`config.mk`:
```
export PLATFORM = sky130hd
export DESIGN_NAME = antares_ifetch_unit
export DESIGN_NICKNAME = d
export VERILOG_FILES = /design/src/rtl/antares_ifetch_unit.sv
export SDC_FILE = /design/constraint.sdc
export NUM_CORES = 1
export LEC_CHECK = 0
export BUFFER_PORTS_ARGS = -buffer_cell sky130_fd_sc_hd__buf_2
export CAP_MARGIN = 40
export CELL_PAD_IN_SITES_DETAIL_PLACEMENT = 0
export CELL_PAD_IN_SITES_GLOBAL_PLACEMENT = 1
export CORE_UTILIZATION = 40
export DETAILED_ROUTE_END_ITERATION = 10
export PLACE_DENSITY_LB_ADDON = 0.1
export SLEW_MARGIN = 20
export SYNTH_ARGS = -nofsm -noshare
export SYNTH_HDL_FRONTEND = slang
export SYNTH_SLANG_ARGS = --single-unit
export TNS_END_PERCENT = 20
```
`constraint.sdc`:
```
create_clock -name clk -period 2 [get_ports clk]
set_input_delay 0.4 -clock clk [delete_from_list [all_inputs] [get_ports clk]]
set_output_delay 0.4 -clock clk [all_outputs]
set_load 0.01 [all_outputs]
```
`src/rtl/antares_ifetch_unit.sv`:
```
// antares_ifetch_unit
//   Instruction-fetch stage. Fetches the word at if_pc over a request/ready
//   instruction-memory bus and registers it for the ID stage. It holds the PC
//   while a fetch is outstanding. It also handles redirects (if_flush) and
//   back-pressure from ID (id_stall).
//
//   Optional feature macro: ANTARES_IFETCH_ALIGN_CHECK_EN
//     defined   : a misaligned if_pc completes without a bus request and is
//                 reported through if_addr_error.
//     undefined : if_pc goes to the bus unchanged; if_addr_error stays 0.
//
// Ports
//   clk            in   clock, rising edge
//   rst            in   asynchronous reset, active low
//   if_pc          in   PC to fetch (held by the PC register while if_stall=1)
//   if_flush       in   redirect: discard the current/buffered fetch result
//   id_stall       in   ID cannot accept a new instruction
//   imem_addr      out  bus address
//   imem_req       out  bus request
//   imem_ready     in   bus response strobe
//   imem_data      in   bus read data (valid with imem_ready)
//   imem_error     in   bus fault (qualified by imem_ready)
//   if_stall       out  hold the PC
//   if_instruction out  registered instruction to ID
//   if_inst_valid  out  if_instruction is a real fetch result
//   if_bus_error   out  fetch in if_instruction faulted on the bus
//   if_addr_error  out  fetch in if_instruction had a misaligned PC
module antares_ifetch_unit #(
  parameter logic [31:0] NOP_INSN = 32'h0000_0000
) (
  input  logic        clk,
  input  logic        rst,
  input  logic [31:0] if_pc,
  input  logic        if_flush,
  input  logic        id_stall,
  output logic [31:0] imem_addr,
  output logic        imem_req,
  input  logic        imem_ready,
  input  logic [31:0] imem_data,
  input  logic        imem_error,
  output logic        if_stall,
  output logic [31:0] if_instruction,
  output logic        if_inst_valid,
  output logic        if_bus_error,
  output logic        if_addr_error
);

  typedef enum logic [1:0] {
    IDLE  = 2'd0,
    FETCH = 2'd1,
    HOLD  = 2'd2,
    DRAIN = 2'd3
  } state_t;

  state_t      state_reg, state_next;
  logic [31:0] addr_reg;
  logic [31:0] buf_data_reg, buf_data_next;
  logic        buf_bus_err_reg, buf_bus_err_next;
  logic        buf_addr_err_reg, buf_addr_err_next;
  logic [31:0] instr_reg, instr_next;
  logic        valid_reg, valid_next;
  logic        bus_err_reg, bus_err_next;
  logic        addr_err_reg, addr_err_next;

  logic        misaligned;
  logic        fetch_done;
  logic [31:0] fetch_word;
  logic        fetch_bus_err;

`ifdef ANTARES_IFETCH_ALIGN_CHECK_EN
  assign misaligned = (if_pc[1:0] != 2'b00);
`else
  assign misaligned = 1'b0;
`endif

  // A misaligned PC "completes" immediately as an error, without a bus cycle.
  assign fetch_done    = imem_ready | misaligned;
  // Faulting fetches deliver the NOP word so the exception travels with a bubble.
  assign fetch_word    = (imem_error | misaligned) ? NOP_INSN : imem_data;
  assign fetch_bus_err = imem_error & ~misaligned;

  // DRAIN keeps the abandoned address on the bus until its response arrives,
  // while the PC register already holds the redirect target.
  assign imem_addr = (state_reg == DRAIN) ? addr_reg : if_pc;

  always_comb begin
    state_next        = state_reg;
    imem_req          = 1'b0;
    if_stall          = 1'b1;
    instr_next        = instr_reg;
    valid_next        = valid_reg;
    bus_err_next      = bus_err_reg;
    addr_err_next     = addr_err_reg;
    buf_data_next     = buf_data_reg;
    buf_bus_err_next  = buf_bus_err_reg;
    buf_addr_err_next = buf_addr_err_reg;

    case (state_reg)
      IDLE: begin
        state_next = FETCH;
      end

      FETCH: begin
        imem_req = ~misaligned;
        if (if_flush) begin
          // Release the PC so it loads the redirect target this cycle.
          if_stall   = 1'b0;
          valid_next = 1'b0;
          if (fetch_done) begin
            instr_next    = NOP_INSN;
            bus_err_next  = 1'b0;
            addr_err_next = 1'b0;
          end else begin
            state_next = DRAIN;
          end
        end else if (fetch_done) begin
          if (!id_stall) begin
            if_stall      = 1'b0;
            instr_next    = fetch_word;
            valid_next    = 1'b1;
            bus_err_next  = fetch_bus_err;
            addr_err_next = misaligned;
          end else begin
            buf_data_next     = fetch_word;
            buf_bus_err_next  = fetch_bus_err;
            buf_addr_err_next = misaligned;
            state_next        = HOLD;
          end
        end
      end

      HOLD: begin
        if (if_flush) begin
          valid_next = 1'b0;
          state_next = FETCH;
        end else if (!id_stall) begin
          instr_next    = buf_data_reg;
          valid_next    = 1'b1;
          bus_err_next  = buf_bus_err_reg;
          addr_err_next = buf_addr_err_reg;
          state_next    = FETCH;
        end
      end

      DRAIN: begin
        imem_req = 1'b1;
        if (imem_ready) begin
          state_next = FETCH;
        end
      end

      default: begin
        state_next = IDLE;
      end
    endcase
  end

  always_ff @(posedge clk or negedge rst) begin
    if (!rst) begin
      state_reg        <= IDLE;
      addr_reg         <= 32'h0000_0000;
      buf_data_reg     <= 32'h0000_0000;
      buf_bus_err_reg  <= 1'b0;
      buf_addr_err_reg <= 1'b0;
      instr_reg        <= NOP_INSN;
      valid_reg        <= 1'b0;
      bus_err_reg      <= 1'b0;
      addr_err_reg     <= 1'b0;
    end else begin
      state_reg        <= state_next;
      if (state_reg == FETCH) begin
        addr_reg <= if_pc;
      end
      buf_data_reg     <= buf_data_next;
      buf_bus_err_reg  <= buf_bus_err_next;
      buf_addr_err_reg <= buf_addr_err_next;
      instr_reg        <= instr_next;
      valid_reg        <= valid_next;
      bus_err_reg      <= bus_err_next;
      addr_err_reg     <= addr_err_next;
    end
  end

  assign if_instruction = instr_reg;
  assign if_inst_valid  = valid_reg;
  assign if_bus_error   = bus_err_reg;
  assign if_addr_error  = addr_err_reg;

endmodule
```
; Word level (Yosys, flattened, before mapping)
; Cells that the tools add are included.
[totals]
out_inout_bits = 69
elab_cells = 67
register_bits = 102
in_bits = 70
[op_classes]
muxes = 39
n_eq_ne = 12
n_bitwise = 1
reduce_logical = 7
[ops]
columns = cell, n
row1 = 32-bit 2-to-1 mux, 8
row2 = 32-bit case mux with 2 select lines, 1
row3 = 1-bit 2-to-1 mux, 19
row4 = "3-bit != test, second input constant", 5
row5 = 2-bit 2-to-1 mux, 7
row6 = 5-bit AND reduction, 2
row7 = "2-bit != test, second input constant", 4
row8 = 2-bit case mux with 4 select lines, 1
row9 = 1-bit case mux with 2 select lines, 3
row10 = "2-bit equality test, second input constant", 2
row11 = 4-bit AND reduction, 1
row12 = "2-bit by 1-bit equality test with 1-bit output, second input constant", 1
row13 = 2-bit zero test, 1
row14 = 2-bit AND reduction, 1
row15 = 2-bit nonzero test, 1
row16 = 2-bit OR reduction, 1
row17 = 1-bit inverter, 1

; Logic depth before layout (Yosys ltp)
[depth]
word_depth = 5
depth_mapped = 7

; Least setup slack after synthesis
; OpenSTA, ideal clock, no wires.
[synth_timing]
kind = register to output
startpoint = register state_reg[0]
endpoint = output port imem_addr[10]
path_slack_ns = 0.243
path_buffers = 2
stages_incl_launch_ff = 5
arrival_ns = 1.357
path_cell_list = dfrtp_1 -> ha_1 -> clkbuf_1 -> buf_2 -> mux2_2
[synth_between]
elab_chain_len = 2
[synth_rtl]
columns = element, line_no
row1 = "start, declared", 55  ; state_t state_reg, state_next;
row2 = "start signal, assigned", 170  ; state_reg <= state_next;
row3 = 2-bit equality test, 84  ; assign imem_addr = (state_reg == DRAIN) ? addr_reg : if_pc;
row4 = 32-bit 2-to-1 mux, 84
row5 = "end, declared", 36  ; output logic [31:0] imem_addr,
; No other way between the ends.

; Final worst setup path
[layout_timing]
startpoint = register state_reg[0]
endpoint = output port imem_addr[13]
; Same word-level chain as after synthesis.

==> impl_results.md <==
- WHS: -0.007604 ns
- Synth Net Count: 468
- Final WS setup: -0.08506 ns
- Port-buffer cells: 137
- Initial Util: 41.75%
- Root buffer cell: clkbuf_16
- Via density: 5.066
- First-pass GRT wire length: 17730 um
- Synth cell count leaders: dfrtp_1 (101), mux2_2 (67), nand2_1 (67)
- Core area: 11610 sq um
- Clock transition at path regs: 0.07 ns
- Setup slack at placement: 0.1016 ns
- Share of the synthesized area in the top cell type: 52.13%
- Ant. Diodes: 0
- Clock Skews: 0.009001 ns
- # setup viols final: 33
- Highest-delay cell along the critical path: dfrtp_2
- Worst Path Required: 1.60 ns
- DRT iter0 DRCs: 148
- H-tree depth: 3
- Initial antenna violation count: 0
- Largest area contributor in the netlist: dfrtp_1
- Failing checks: design-rule violations, negative hold slack, negative setup slack
- R2r startpoint: state_reg[1]$_DFFE_PN0P_
- Top-count cell post-synth: dfrtp_1
- Finished layout cell area: 6481 sq um
- Crit Path Class: register to output pin
- VDD IR-drop max: 0.6239 mV
- Cell internal pwr: 7.003 mW
- Final wirelength: 10920 um
- Count of unique library cells instantiated by Yosys: 33
- Num CTS Buffers: 9
- Power, Total: 10.15 mW
- Area Growth Syn to Fin: 33.68%
- Post-route DRC violation count: 8
- Combinational power share: 46.8%
- Leak Pwr: 3.210 nW
- Routability cong.: 0.7534
- P per Cell Area: 1567 nW/um^2
- Fin Setup TNS: -1.576 ns
- Reg power frac: 33.4%
- Dpl hpwl: 7313 um
- Mapped Area: 4848 sq um
- Post-synth EDFFs: 0
- Slew Viols, Final: 0
- CP Launch Type: register
- Fin crit period: 2.085 ns
- RSZ-0062 raised after global routing: yes
- Synth top area cells: dfrtp_1 (52%), mux2_2 (16%), mux2_4 (9.3%)
- Max_cap viols: 0
- Critical path origin: state_reg[0]$_DFFE_PN0P_
- Io pins: 139
- Primary FF master, synth: dfrtp_1
- Die ar.: 12570 sq um
- HP Class: primary input to async pin
- Max FO, Critical Path: 7
- Synth Register Bits: 101
- Ys Warns: 0
- Post-Place Cell Area: 5776 sq um
- Width of the die: 112.1 um
- Worst R2R Setup Slack: 0.09 ns
- Drt pass-1 iters: 7
- Syn Inst Count: 394
- Worst-Skew Late Latency: 0.34 ns
- Largest net degree at the start of global routing: 67
- Crit path cell chain: ha_4 > buf_12 > clkbuf_16 > mux2_4 > buf_6
- CTS Buffer Depth: 2
- Row count: 39
- Post-synth ARST share: 100.0%
- Final #Nets: 611
- Layout Utilization: 55.81%
- Tcrit/Tclk final: 104.3%
- GRT overflow: 0
- Syn Area/Cell: 12.31 sq um
- Final hold vios: 6
- Max Freq: 0.4796 GHz
- Proportion of layout cells with a drive suffix above 1: 52.13%
- Status: finished, violations left
- Die height: 112.1 um
- Sw Share: 31.03%
- Arrival time worst endpoint: 1.69 ns
- Critical Path End Type: output pin
- Vias in the first global route: 3442
- Vias: 3465
- Remaining antenna violation count: 0
- NetSw: 3.150 mW
- Crit-path max cell delay: 0.45 ns
- Sequential element share of the synthesized area: 52.13%
- CTS tree: yes
- Total GRT Usage: 18.10%
- DR WL/cell: 15.97 um
- Clock share of power: 19.8%
- CTS sink cnt: 101
==> through the flow <==
step | hold slack, ns | cells
final | -0.007604 | 684
after global routing | 0.02374 | 684
after CTS | 0.0009641 | 681
after detailed placement | 0.3658 | 662
after global placement | 0.3735 | 662
after floorplan | 0.1044 | 394
==> per-layer routing <==
metal  global-route usage [%]  routed length [um]  vias to the layer above
met3                    3.726                 417                       12
met2                    29.73                5226                       87
met5                        0                   0                        -
met1                    24.17                5146                     1697
met4                    5.600                 132                        0
li1                         -                   -                     1669
==> power by group through the flow <==
stage / clock, mW / sequential [mW] / combinational (mW)
floorplan: 0 / 3.41 / 2.72
global placement: 0 / 3.38 / 3.95
detailed placement: 0 / 3.41 / 4.01
CTS: 2.07 / 3.39 / 4.36
global route: 2.15 / 3.51 / 5.14
finish: 2.01 / 3.39 / 4.75
==> kinds of logic after synthesis <==
family / count (synthesis) / share of synthesized area [%]
simple gates: 80 / 6.994
buf+inv: 35 / 3.716
mux: 97 / 24.85
other cells: 1 / 0.07735
flops: 101 / 52.13
compound gates: 76 / 11.20
fa+ha+maj: 4 / 1.032
==> critical path, delay by kind of cell (launching register included) <==
family | cells | cell delay, ns
adder cells (fa/ha/maj) | 1 | 0.19
buffers and inverters | 3 | 0.40
flip-flops | 1 | 0.45
multiplexers | 1 | 0.30
==> worst paths after layout <==
kind	depth (start not counted)	end
setup / recovery	5	imem_addr[13]
hold / removal	1	addr_reg[13]$_DFFE_PN0P_
setup reg to reg	6	if_bus_error$_DFFE_PN0P_
hold reg to reg	2	buf_data_reg[15]$_DFFE_PN0P_
max in group asynchronous	2	state_reg[0]$_DFFE_PN0P_
min in group clk	2	addr_reg[26]$_DFFE_PN0P_
==> placed cells by master (no fill, tap or decap), types with 2 or more instances in the layout <==
master,count
nand2_1,67
bufinv_16,3
mux2_4,31
nand3b_1,2
inv_1,4
ha_4,2
buf_6,30
a21oi_1,3
buf_4,14
clkbuf_16,11
mux2_2,66
dfrtp_1,100
a22o_1,30
buf_12,8
o21ai_0,34
a32o_1,2
buf_2,106
nor2_1,3
clkbuf_8,2
==> cell type report <==
type                            instances  area [sq um]
Fill cell                            1021          5132
Inverter                                5         18.77
Clock inverter                          4         95.09
Clock buffer                           11         252.7
Multi-Input combinational cell        258          2181
Sequential cell                       101          2529
Tap cell                              143         178.9
Timing Repair Buffer                  162          1226
==> timing repair <==
item	CTS	global route
endpoints found under the setup margin	33	35
gates cloned	1	2
buffers inserted	3	1
pin swaps	1	1
resized for setup	16	23
hold buffers	0	0
No activity file was read; power rests on OpenSTA's default activity.
